==> src/rtl/codec_cfg_seq.sv <==
// Codec register configuration sequencer: walks a fixed 10-entry table and issues one
// I2C write frame per entry, with retries on NACK and a fixed idle gap between frames.
module codec_cfg_seq #(
    parameter logic [7:0]  DEV_ADDR   = 8'h34,
    parameter int unsigned GAP_CYCLES = 1000,
    parameter int unsigned RETRY_MAX  = 3
) (
    input  logic        clk,
    input  logic        reset,
    input  logic        go,
    input  logic        i2c_done,
    input  logic        i2c_ack_err,
    output logic        i2c_start,
    output logic [23:0] i2c_frame,
    output logic        busy,
    output logic        cfg_done,
    output logic        cfg_err,
    output logic [3:0]  reg_idx
);

    localparam int unsigned GW = (GAP_CYCLES > 1) ? $clog2(GAP_CYCLES) : 1;
    localparam int unsigned RW = (RETRY_MAX > 0) ? $clog2(RETRY_MAX + 1) : 1;
    localparam logic [GW-1:0] GAP_LOAD  = GW'(GAP_CYCLES - 1);
    localparam logic [RW-1:0] RETRY_LIM = RW'(RETRY_MAX);
    localparam logic [3:0]    LAST_IDX  = 4'd9;

    localparam logic [2:0] S_IDLE  = 3'd0;
    localparam logic [2:0] S_LOAD  = 3'd1;
    localparam logic [2:0] S_SEND  = 3'd2;
    localparam logic [2:0] S_WAIT  = 3'd3;
    localparam logic [2:0] S_GAP   = 3'd4;
    localparam logic [2:0] S_DONE  = 3'd5;
    localparam logic [2:0] S_ERROR = 3'd6;

    logic [2:0]    state_q, state_d;
    logic [3:0]    idx_q, idx_d;
    logic [RW-1:0] retry_q, retry_d;
    logic [GW-1:0] gap_q, gap_d;
    logic [23:0]   frame_q, frame_d;

    // Table entry as {reg_addr[6:0], reg_data[8:0]}.
    function automatic logic [15:0] cfg_entry(input logic [3:0] idx);
        logic [15:0] e;
        e = '0;
        case (idx)
            4'd0:    e = {7'h0F, 9'h000};
            4'd1:    e = {7'h00, 9'h017};
            4'd2:    e = {7'h01, 9'h017};
            4'd3:    e = {7'h02, 9'h079};
            4'd4:    e = {7'h03, 9'h079};
            4'd5:    e = {7'h04, 9'h012};
            4'd6:    e = {7'h05, 9'h000};
            4'd7:    e = {7'h06, 9'h000};
            4'd8:    e = {7'h07, 9'h002};
            4'd9:    e = {7'h09, 9'h001};
            default: e = '0;
        endcase
        return e;
    endfunction

    always_comb begin
        state_d = state_q;
        idx_d   = idx_q;
        retry_d = retry_q;
        gap_d   = gap_q;
        frame_d = frame_q;
        case (state_q)
            S_IDLE, S_DONE, S_ERROR: begin
                if (go) begin
                    state_d = S_LOAD;
                    idx_d   = '0;
                    retry_d = '0;
                end
            end
            S_LOAD: begin
                frame_d = {DEV_ADDR, cfg_entry(idx_q)};
                state_d = S_SEND;
            end
            S_SEND: state_d = S_WAIT;
            S_WAIT: begin
                if (i2c_done) begin
                    if (!i2c_ack_err) begin
                        if (idx_q == LAST_IDX) begin
                            state_d = S_DONE;
                        end else begin
                            idx_d   = idx_q + 4'd1;
                            retry_d = '0;
                            gap_d   = GAP_LOAD;
                            state_d = S_GAP;
                        end
                    end else if (retry_q < RETRY_LIM) begin
                        retry_d = retry_q + 1'b1;
                        gap_d   = GAP_LOAD;
                        state_d = S_GAP;
                    end else begin
                        state_d = S_ERROR;
                    end
                end
            end
            // Counter reaching zero still spends one more cycle in GAP, giving GAP_CYCLES total.
            S_GAP: begin
                if (gap_q == '0) begin
                    state_d = S_LOAD;
                end else begin
                    gap_d = gap_q - 1'b1;
                end
            end
            default: state_d = S_IDLE;
        endcase
    end

    always_ff @(posedge clk or negedge reset) begin
        if (!reset) begin
            state_q <= S_IDLE;
            idx_q   <= '0;
            retry_q <= '0;
            gap_q   <= '0;
            frame_q <= '0;
        end else begin
            state_q <= state_d;
            idx_q   <= idx_d;
            retry_q <= retry_d;
            gap_q   <= gap_d;
            frame_q <= frame_d;
        end
    end

    assign i2c_start = (state_q == S_SEND);
    assign i2c_frame = frame_q;
    assign busy      = !((state_q == S_IDLE) || (state_q == S_DONE) || (state_q == S_ERROR));
    assign cfg_done  = (state_q == S_DONE);
    assign cfg_err   = (state_q == S_ERROR);
    assign reg_idx   = idx_q;

endmodule

==> config.mk <==
export PLATFORM = sky130hd
export DESIGN_NAME = codec_cfg_seq
export DESIGN_NICKNAME = d
export VERILOG_FILES = /design/src/rtl/codec_cfg_seq.sv
export SDC_FILE = /design/constraint.sdc
export NUM_CORES = 1
export LEC_CHECK = 0
export ABC_CLOCK_PERIOD_IN_PS = 4300
export CAP_MARGIN = 5
export CORE_MARGIN = 4
export CORE_UTILIZATION = 55
export CTS_CLUSTER_SIZE = 28
export DETAILED_ROUTE_END_ITERATION = 8
export GPL_TIMING_DRIVEN = 0
export PLACE_DENSITY = 0.84
export SLEW_MARGIN = 20
export SYNTH_ARGS = -nofsm -noshare
export SYNTH_HDL_FRONTEND = slang
export SYNTH_SLANG_ARGS = --single-unit
==> constraint.sdc <==
create_clock -name clk -period 4.3 [get_ports clk]
set_input_delay 0.43 -clock clk [delete_from_list [all_inputs] [get_ports clk]]
set_output_delay 0.43 -clock clk [all_outputs]
set_load 0.005 [all_outputs]
* Word-level counts from Yosys, hierarchy flattened
Memories as Yosys holds them, arrays and structs flattened. A register that Yosys moved wholly into a read port is not among the register bits.
Cells that the tools add are included.
** Storage, ports and cells
- Bits in registers :: 36
- ROM bits :: 176
- Bits of input ports :: 5
- Output and inout port bits :: 32
- Logic and storage cells :: 62
- Memories kept :: 1
** Cells by class
- $add $sub $neg :: 3
- Order comparisons :: 1
- Equality and inequality tests :: 15
- Mux-type cells :: 24
- Reduce and logical (&&, ||, !) cells :: 13
** Memories
- (name not given) :: depth 16, bits a word 11, rd ports 1, clocked after Yosys merged registers in 1, write ports 0, line 45 : case (idx)
** Operators by type and width (number)
- 10-bit two-way mux :: 5
- 10-bit case mux with 2 select lines :: 1
- 4-bit two-way mux :: 4
- 3-bit case mux with 5 select lines :: 1
- 5-bit AND reduction :: 3
- 2-bit two-way mux :: 6
- 3-bit two-way mux :: 4
- 2-bit inequality test (second input constant) :: 6
- 10-bit logical NOT :: 1
- 10-bit by 1-bit subtractor with 10-bit output (second input constant) :: 1
- 3-bit equality test (second input constant) :: 3
- 4-bit case mux with 2 select lines :: 1
- 3-bit by 2-bit equality test with 1-bit output (second input constant) :: 2
- 3-bit inequality test (second input constant) :: 2
- 4-bit by 1-bit adder with 4-bit output (second input constant) :: 1
- 4-bit equality test (second input constant) :: 1
- 2-bit case mux with 2 select lines :: 1
- 2-bit nonzero test :: 2
- 3-bit by 1-bit equality test with 1-bit output (second input constant) :: 1
- 3-bit logical NOT :: 1
- 3-bit AND reduction :: 1
- 3-bit OR reduction :: 1
- 2-bit by 1-bit adder with 2-bit output (second input constant) :: 1
- 1-bit logical NOT :: 2
- other kinds (3) :: 4

* Depth between registers and ports, before layout
Gate-level depths: netlist of the first run.
- Word-level depth :: 5
- Mapped depth :: 7

* Worst setup path before layout of the first run
Ideal clock, no wire load.
- Path kind :: register -> register
- Start point :: reg gap_q[0]
- End point :: reg gap_q[8]
- Arrival time :: 1.626 ns
- Required time :: 4.177 ns
- Slack :: 2.551 ns
- Stages on the path, launching flop included :: 7
- Path buffers :: 0
- Period minus slack after synthesis :: 1.749 ns
- Cell sequence :: dfrtp_1 inv_1 ha_1 or4b_1 nor4_1 and3_1 a21oi_1
** Between the ends
- Longest elaborated chain between the ends :: 3
- Elaborated cells on any way between the ends :: 6
** Ends and longest elaborated chain
- start, declared :: line 38 : logic [GW-1:0] gap_q, gap_d;
- start signal, assigned :: line 123 : gap_q <= gap_d;
- 10-bit by 1-bit subtractor with 10-bit output / 10-bit logical NOT (equally long branches) :: line 105, 102
- 10-bit two-way mux / 2-bit inequality test (equally long branches)
- 10-bit case mux with 2 select lines / 5-bit AND reduction (equally long branches)
Several ways; a longest one is shown, not always the timed one. The select of a mux whose other input is x is not followed.
A chain may end at the register's enable or synchronous reset.

* Final worst setup path of the first run
- Start point :: reg state_q[1]
- End point :: out cfg_err
** Between the ends
- Longest elaborated chain between the ends :: 1
** Ends and longest elaborated chain
- start, declared :: line 35 : logic [2:0] state_q, state_d;
- start signal, assigned :: line 120 : state_q <= state_d;
- 3-bit equality test :: line 132 : assign cfg_err = (state_q == S_ERROR);
- end, declared :: line 17 : output logic cfg_err,
No other way between the ends.

==> results.json, run 1 <==
{
  "outcome": "finished clean",
  "synth_seq_cells": 29,
  "power_report.internal_total_mw": 0.795,
  "slew_violations": 0,
  "synth_sequential_area_ratio_pct": 39.2,
  "postSynthCellCount": 204,
  "cts_tree": "done",
  "synth-warning-count": 0,
  "detailroute.via_count": 1610,
  "clkLatencyLatePin_ns": 0.33,
  "critPathCaptureType": "output port",
  "cts.repair.resized": 0,
  "grt_max_degree": 30,
  "numCtsBuffers": 5,
  "cts_root_buf": "sky130_fd_sc_hd__clkbuf_4",
  "gr-total-overflow": 0,
  "cp_data_required_time_ns": 3.87,
  "hold_viol": 0,
  "initial_core_util_pct": 59.2,
  "power.share.combinational_pct": 50.4,
  "final.hold.worst_slack_ns": 0.110,
  "depth_of_the_cts_h_tree": 2,
  "final-setup-viol-count": 0,
  "timing.clock.skew_ns": 0.00549,
  "post-route-min-period_ns": 2.47,
  "die_wd_um": 66.0,
  "top_delay_family_on_crit_path": "buffers and inverters",
  "num_antenna_cells": 0,
  "drive_above_1_share_pct": 14.6,
  "arrival_ns": 2.04,
  "synth_common_cells": "sky130_fd_sc_hd__dfrtp_1, sky130_fd_sc_hd__buf_4, sky130_fd_sc_hd__nor2_1, sky130_fd_sc_hd__inv_1, sky130_fd_sc_hd__nand2_1",
  "chipHeight_um": 66.0,
  "synthesis.area_um2": 1850,
  "power_leakage_nw": 1.02,
  "io_buffers": 26,
  "first_global_vias": 1438,
  "die_area_um2": 4360,
  "maxCapViolations": 0,
  "slew_headroom_pct": 52.4,
  "timing_worst_slew_pin_value_ns": 0.713,
  "viasPerCell": 5.53,
  "worst_setup_hold_path_clk_slew_ns": 0.09,
  "fmaxAchievable_ghz": 0.406,
  "synth-edff-count": 0,
  "syn_avg_cell_area_um2": 9.08,
  "cts_setup_buffers": 0,
  "fill_cells": 260,
  "multi_input_comb_area_um2": 946,
  "cts_sinks": 29,
  "synth.top_cell.area_share_pct": 39.2,
  "synth.lib_cells_used.distinct": 50,
  "seq_power_share_pct": 31.5,
  "netSwitchingFraction_pct": 38.8,
  "drt_first_pass_iters": 4,
  "route.detailed.drc": 0,
  "drt-initial-drc-count": 98,
  "netlist_top_cells_area": "sky130_fd_sc_hd__dfrtp_1, sky130_fd_sc_hd__buf_4, sky130_fd_sc_hd__ha_1, sky130_fd_sc_hd__o21ai_0, sky130_fd_sc_hd__nor2_1",
  "critical_path.max_fanout": 10,
  "grt_usage_pct": 19.8,
  "max_stage_delay_ns": 0.55,
  "dp_hpwl_um": 2880,
  "post-synth-top-area-cell": "sky130_fd_sc_hd__dfrtp_1",
  "switchingPower_mw": 0.504,
  "global_route_wire_length_before_repair_um": 6700,
  "area.sequential_um2": 726,
  "max-vdd-ir-drop_uv": 398,
  "worstPathBufferInverterCount": 3,
  "async_set_reset_flop_share_out_of_synthesis_pct": 100,
  "totalWireLength_um": 3930,
  "yosysMostFrequentCell": "sky130_fd_sc_hd__dfrtp_1",
  "crit_path_start_kind": "flop",
  "final_min_period_over_clock_period_pct": 57.3,
  "yosys_most_used_dff": "sky130_fd_sc_hd__dfrtp_1",
  "fin_setup_tns_ns": 0,
  "boundaryPins": 37,
  "grt_setup_unrepaired": "false",
  "critical_path_class": "reg -> out",
  "min_delay_worst_type": "in -> async",
  "power_frac_clock_pct": 18.1,
  "row_cnt": 20,
  "cts-hold-fix-buffers": 0,
  "area_delta_synth_final_pct": 23.2,
  "ant_nets": 0,
  "avgRoutedWirePerCell_um": 13.5,
  "core_um2": 3130,
  "p_per_area_nw_per_um2": 569,
  "crit_chain": "clkbuf_1 -> inv_1 -> nor3_1 -> clkdlybuf4s50_1",
  "cp_slowest_cell": "sky130_fd_sc_hd__clkdlybuf4s50_1",
  "nets": 257,
  "grt_antenna_before_repair": 0,
  "number_of_buffers_between_clock_root_and_the_deepest_sink": 2,
  "globalplace.congestion": 0.850
}
## worst reg2reg max path: stages (launching register included)
cell and delay (ns):
sky130_fd_sc_hd__dfrtp_1 0.45, sky130_fd_sc_hd__inv_1 0.10, sky130_fd_sc_hd__ha_1 0.27, sky130_fd_sc_hd__or4b_1 0.51
sky130_fd_sc_hd__nor4_1 0.25, sky130_fd_sc_hd__o22ai_1 0.13, sky130_fd_sc_hd__a21oi_1 0.15
## cell type report
class	count	area share (%)
multi-input combinational	146	41.4
sequential	29	31.8
timing repair buffer	26	11.2
buffer	25	7.29
clock buffer	7	2.41
tap	44	2.41
inverter	13	2.14
clock inverter	1	1.32
## routing by layer
layer / vias up / global-route usage (%) / share of wire [%] / wire [um]
met3: 7 / 5.27 / 5.3 / 208
met5: - / 0 / 0 / 0
met1: 759 / 27.1 / 46 / 1790
li1: 797 / - / - / -
met4: 0 / 7.87 / 1.5 / 59
met2: 47 / 29.5 / 48 / 1880
## power groups by stage
stage	Sequential [mW]	Clock, mW	Combinational (mW)
5_1_grt	0.423	0.254	0.720
3_3_place_gp	0.409	0	0.634
6_report	0.409	0.235	0.654
4_1_cts	0.409	0.240	0.652
3_5_place_dp	0.414	0	0.645
2_1_floorplan	0.403	0	0.424
## worst paths after layout
| kind | slack [ns] | start | to | cells past startpoint |
|---|---|---|---|---|
| max | 1.83 | state_q[1] | cfg_err | 4 |
| min | 0.11 | reset | gap_q[8] | 1 |
| max reg2reg | 2.37 | gap_q[0] | gap_q[8] | 6 |
| min reg2reg | 0.48 | i2c_frame[2] | i2c_frame[2] | 2 |
| max in group asynchronous | 3.78 | reset | gap_q[5] | 1 |
| min in group clk | 0.48 | i2c_frame[2] | i2c_frame[2] | 2 |
## cell families after synthesis
| kind of cell | after synthesis | synth area share (%) |
|---|---|---|
| flip-flops | 29 | 39.2 |
| XOR/XNOR | 1 | 0.473 |
| AO/OA/AOI/OAI | 59 | 23.0 |
| adder cells (fa/ha/maj) | 6 | 4.05 |
| multiplexers | 6 | 3.44 |
| buffers and inverters | 38 | 11.6 |
| AND/OR/NAND/NOR | 64 | 18.1 |
| other | 1 | 0.202 |
## metrics by stage
step	worst slack, ns	utilization, %	area [um2]	std cells	power (mW)
after floorplan	2.55	-	1890	213	0.827
after global placement	2.06	70.4	2200	283	1.04
after detailed placement	2.07	70.2	2200	283	1.06
after CTS	1.84	73.0	2280	291	1.30
after global routing	1.63	73.0	2280	291	1.40
final	1.83	73.0	2280	291	1.30
## registers in the layout, indices dropped and copies added (netlist names)
name,count
retry_q,2
gap_q,10
reg_idx,4
i2c_frame,10
state_q,3
## cells in the final DEF (no fill, tap or decap), types with 4 or more instances in the layout
| cell type | count |
|---|---|
| sky130_fd_sc_hd__nor3_1 | 9 |
| sky130_fd_sc_hd__nand2b_1 | 4 |
| sky130_fd_sc_hd__clkbuf_4 | 5 |
| sky130_fd_sc_hd__buf_4 | 14 |
| sky130_fd_sc_hd__inv_1 | 13 |
| sky130_fd_sc_hd__buf_2 | 5 |
| sky130_fd_sc_hd__dfrtp_1 | 29 |
| sky130_fd_sc_hd__a21oi_1 | 10 |
| sky130_fd_sc_hd__nand2_1 | 13 |
| sky130_fd_sc_hd__o21ai_0 | 11 |
| sky130_fd_sc_hd__clkbuf_1 | 6 |
| sky130_fd_sc_hd__nor2_1 | 14 |
| sky130_fd_sc_hd__ha_1 | 6 |
| sky130_fd_sc_hd__conb_1 | 10 |
| sky130_fd_sc_hd__and3_1 | 4 |
| sky130_fd_sc_hd__clkdlybuf4s50_1 | 25 |
| sky130_fd_sc_hd__o22ai_1 | 6 |
Power figures use the tool's default switching activity.
==> inputs of run 2 (changes only) <==
Settings changed: ABC_CLOCK_PERIOD_IN_PS 4300 to 2450, CORE_UTILIZATION 55 to 51, PLACE_DENSITY 0.84 to 0.79.
Clock period 4.3 ns to 2.45 ns, I/O delays scaled along.
==> run 2 against run 1 <==
Non-clock buffer count unchanged. Flip-flop and latch count is the same. Critical endpoint unchanged. Clock skew is 0.013 ns higher. Highest routed layer unchanged. Die area rose by 6.9%. Clock-buffer cell count is 2 lower. Sequential share of layout area grew 0.30 points. Global-route usage decreased by 1.2 points. Largest cell class unchanged. Worst setup slack worse by 1.5 ns. Sequential power is 79% higher.
==> results.json, run 2 (synthesis gave the netlist of run 1 again) <==
{
  "slew_headroom_pct": 52.2,
  "cts.repair.resized": 0,
  "crit_path_start_kind": "flop",
  "slew_violations": 0,
  "cts_sinks": 29,
  "fmaxAchievable_ghz": 0.466,
  "ant_nets": 0,
  "switchingPower_mw": 0.874,
  "grt_usage_pct": 18.6,
  "io_buffers": 26,
  "avgRoutedWirePerCell_um": 13.0,
  "chipHeight_um": 68.3,
  "postLayoutCellArea_um2": 2260,
  "arrival_ns": 1.90,
  "layout_commonest_cell": "sky130_fd_sc_hd__dfrtp_1",
  "row_cnt": 21,
  "power_frac_clock_pct": 13.7,
  "cts_tree": "done",
  "final-setup-viol-count": 0,
  "grt_setup_unrepaired": "false",
  "numCtsBuffers": 5,
  "worst_setup_hold_path_clk_slew_ns": 0.11,
  "hold_viol": 0,
  "fin_setup_tns_ns": 0,
  "num_antenna_cells": 0,
  "route.detailed.drc": 0,
  "critical_path.max_fanout": 13,
  "timing.clock.skew_ns": 0.0184,
  "p_per_area_nw_per_um2": 942,
  "gr-max-usage-layer": "met2",
  "number_of_buffers_between_clock_root_and_the_deepest_sink": 2,
  "grt_util_met1_pct": 21.7,
  "core_um2": 3420,
  "final_min_period_over_clock_period_pct": 87.7,
  "global_route_wire_length_before_repair_um": 6420,
  "detailed_place.area_um2": 2200,
  "min_delay_worst_type": "in -> async",
  "die_wd_um": 68.3,
  "pre_cts_ws_ns": 0.417,
  "grt_max_degree": 30,
  "cts_root_buf": "sky130_fd_sc_hd__clkbuf_4",
  "layout_common_cells": "sky130_fd_sc_hd__dfrtp_1, sky130_fd_sc_hd__clkdlybuf4s50_1, sky130_fd_sc_hd__nor2_1, sky130_fd_sc_hd__buf_4",
  "cts_setup_buffers": 0,
  "fill_cells": 312,
  "totalWireLength_um": 3800,
  "critPathCaptureType": "output port",
  "minimum_setup_slack_in_the_final_design_ns": 0.302,
  "viasPerCell": 5.43,
  "clkLatencyLatePin_ns": 0.34,
  "boundaryPins": 37,
  "timing_worst_slew_pin_value_ns": 0.716,
  "maxCapViolations": 0,
  "drt_first_pass_iters": 4,
  "initial_core_util_pct": 54.2,
  "use_met3_pct": 5.09,
  "power.share.combinational_pct": 51.8,
  "grt_antenna_before_repair": 0,
  "die_area_um2": 4660,
  "post-route-min-period_ns": 2.15,
  "max-vdd-ir-drop_uv": 650,
  "drive_above_1_share_pct": 15.0,
  "netSwitchingFraction_pct": 41.0,
  "power_report.internal_total_mw": 1.26,
  "power_leakage_nw": 1.01,
  "dp_hpwl_um": 2870,
  "globalplace.congestion": 0.819,
  "drt-initial-drc-count": 55,
  "detailroute.via_count": 1592,
  "seq_power_share_pct": 34.5,
  "grtUsageMet2_pct": 31.5,
  "outcome": "finished clean",
  "critical_path_class": "reg -> out",
  "area_delta_synth_final_pct": 22.0,
  "nets": 257,
  "cp_data_required_time_ns": 2.20,
  "depth_of_the_cts_h_tree": 2,
  "first_global_vias": 1480,
  "gr-total-overflow": 0
}
[run 2: timing repair]
action | in CTS | in global routing
hold buffers | 1 | 0
hold endpoints to repair | 29 | 0
setup endpoints to repair | 0 | 1
[run 2: per-layer routing]
metal / vias to the layer above / part of all wire [%]
li1: 800 / -
met1: 750 / 46
met2: 35 / 48
met3: 7 / 4.6
met4: 0 / 1.5
met5: - / 0
[run 2: power by group through the flow]
stage / Combinational (mW) / Clock (mW) / Sequential (mW)
after floorplan: 0.744 / 0 / 0.707
after global placement: 1.12 / 0 / 0.719
after detailed placement: 1.13 / 0 / 0.724
after CTS: 1.14 / 0.301 / 0.716
after global routing: 1.24 / 0.322 / 0.756
final: 1.10 / 0.292 / 0.734
[run 2: path summary, 6_finish.rpt]
check | from | end | slack (ns) | depth (start not counted)
max in group asynchronous | reset | gap_q[1] | 1.57 | 2
hold reg to reg | i2c_frame[4] | i2c_frame[4] | 0.49 | 1
hold / removal | reset | gap_q[9] | 0.45 | 2
min in group clk | i2c_frame[4] | i2c_frame[4] | 0.49 | 1
setup / recovery | state_q[1] | cfg_err | 0.30 | 3
setup reg to reg | gap_q[0] | gap_q[8] | 0.53 | 6
[run 2: cell type report]
class / instances / area, um2 / area share, %
inverters: 13 / 48.8 / 2.16
clock buffers: 5 / 37.5 / 1.66
flip-flops and latches: 29 / 726 / 32.1
clock inverters: 3 / 17.5 / 0.775
multi-input cells: 146 / 946 / 41.8
repair buffers: 27 / 265 / 11.7
plain buffers: 24 / 163 / 7.19
well taps: 46 / 57.6 / 2.55
[run 2: worst max-delay path: stages, from the launching register on]
cell	delay, ns
sky130_fd_sc_hd__dfrtp_1	0.55
sky130_fd_sc_hd__inv_1	0.15
sky130_fd_sc_hd__nor3_1	0.30
sky130_fd_sc_hd__clkdlybuf4s50_1	0.57
[run 2: through the flow]
step	total power [mW]	utilization (%)	cells	hold WS, ns
after floorplan	1.45	-	213	-0.0506
after global placement	1.84	64.5	285	0.456
after detailed placement	1.86	64.4	285	0.316
after CTS	2.15	66.3	294	0.477
after global routing	2.32	66.2	293	0.501
final	2.13	66.2	293	0.449
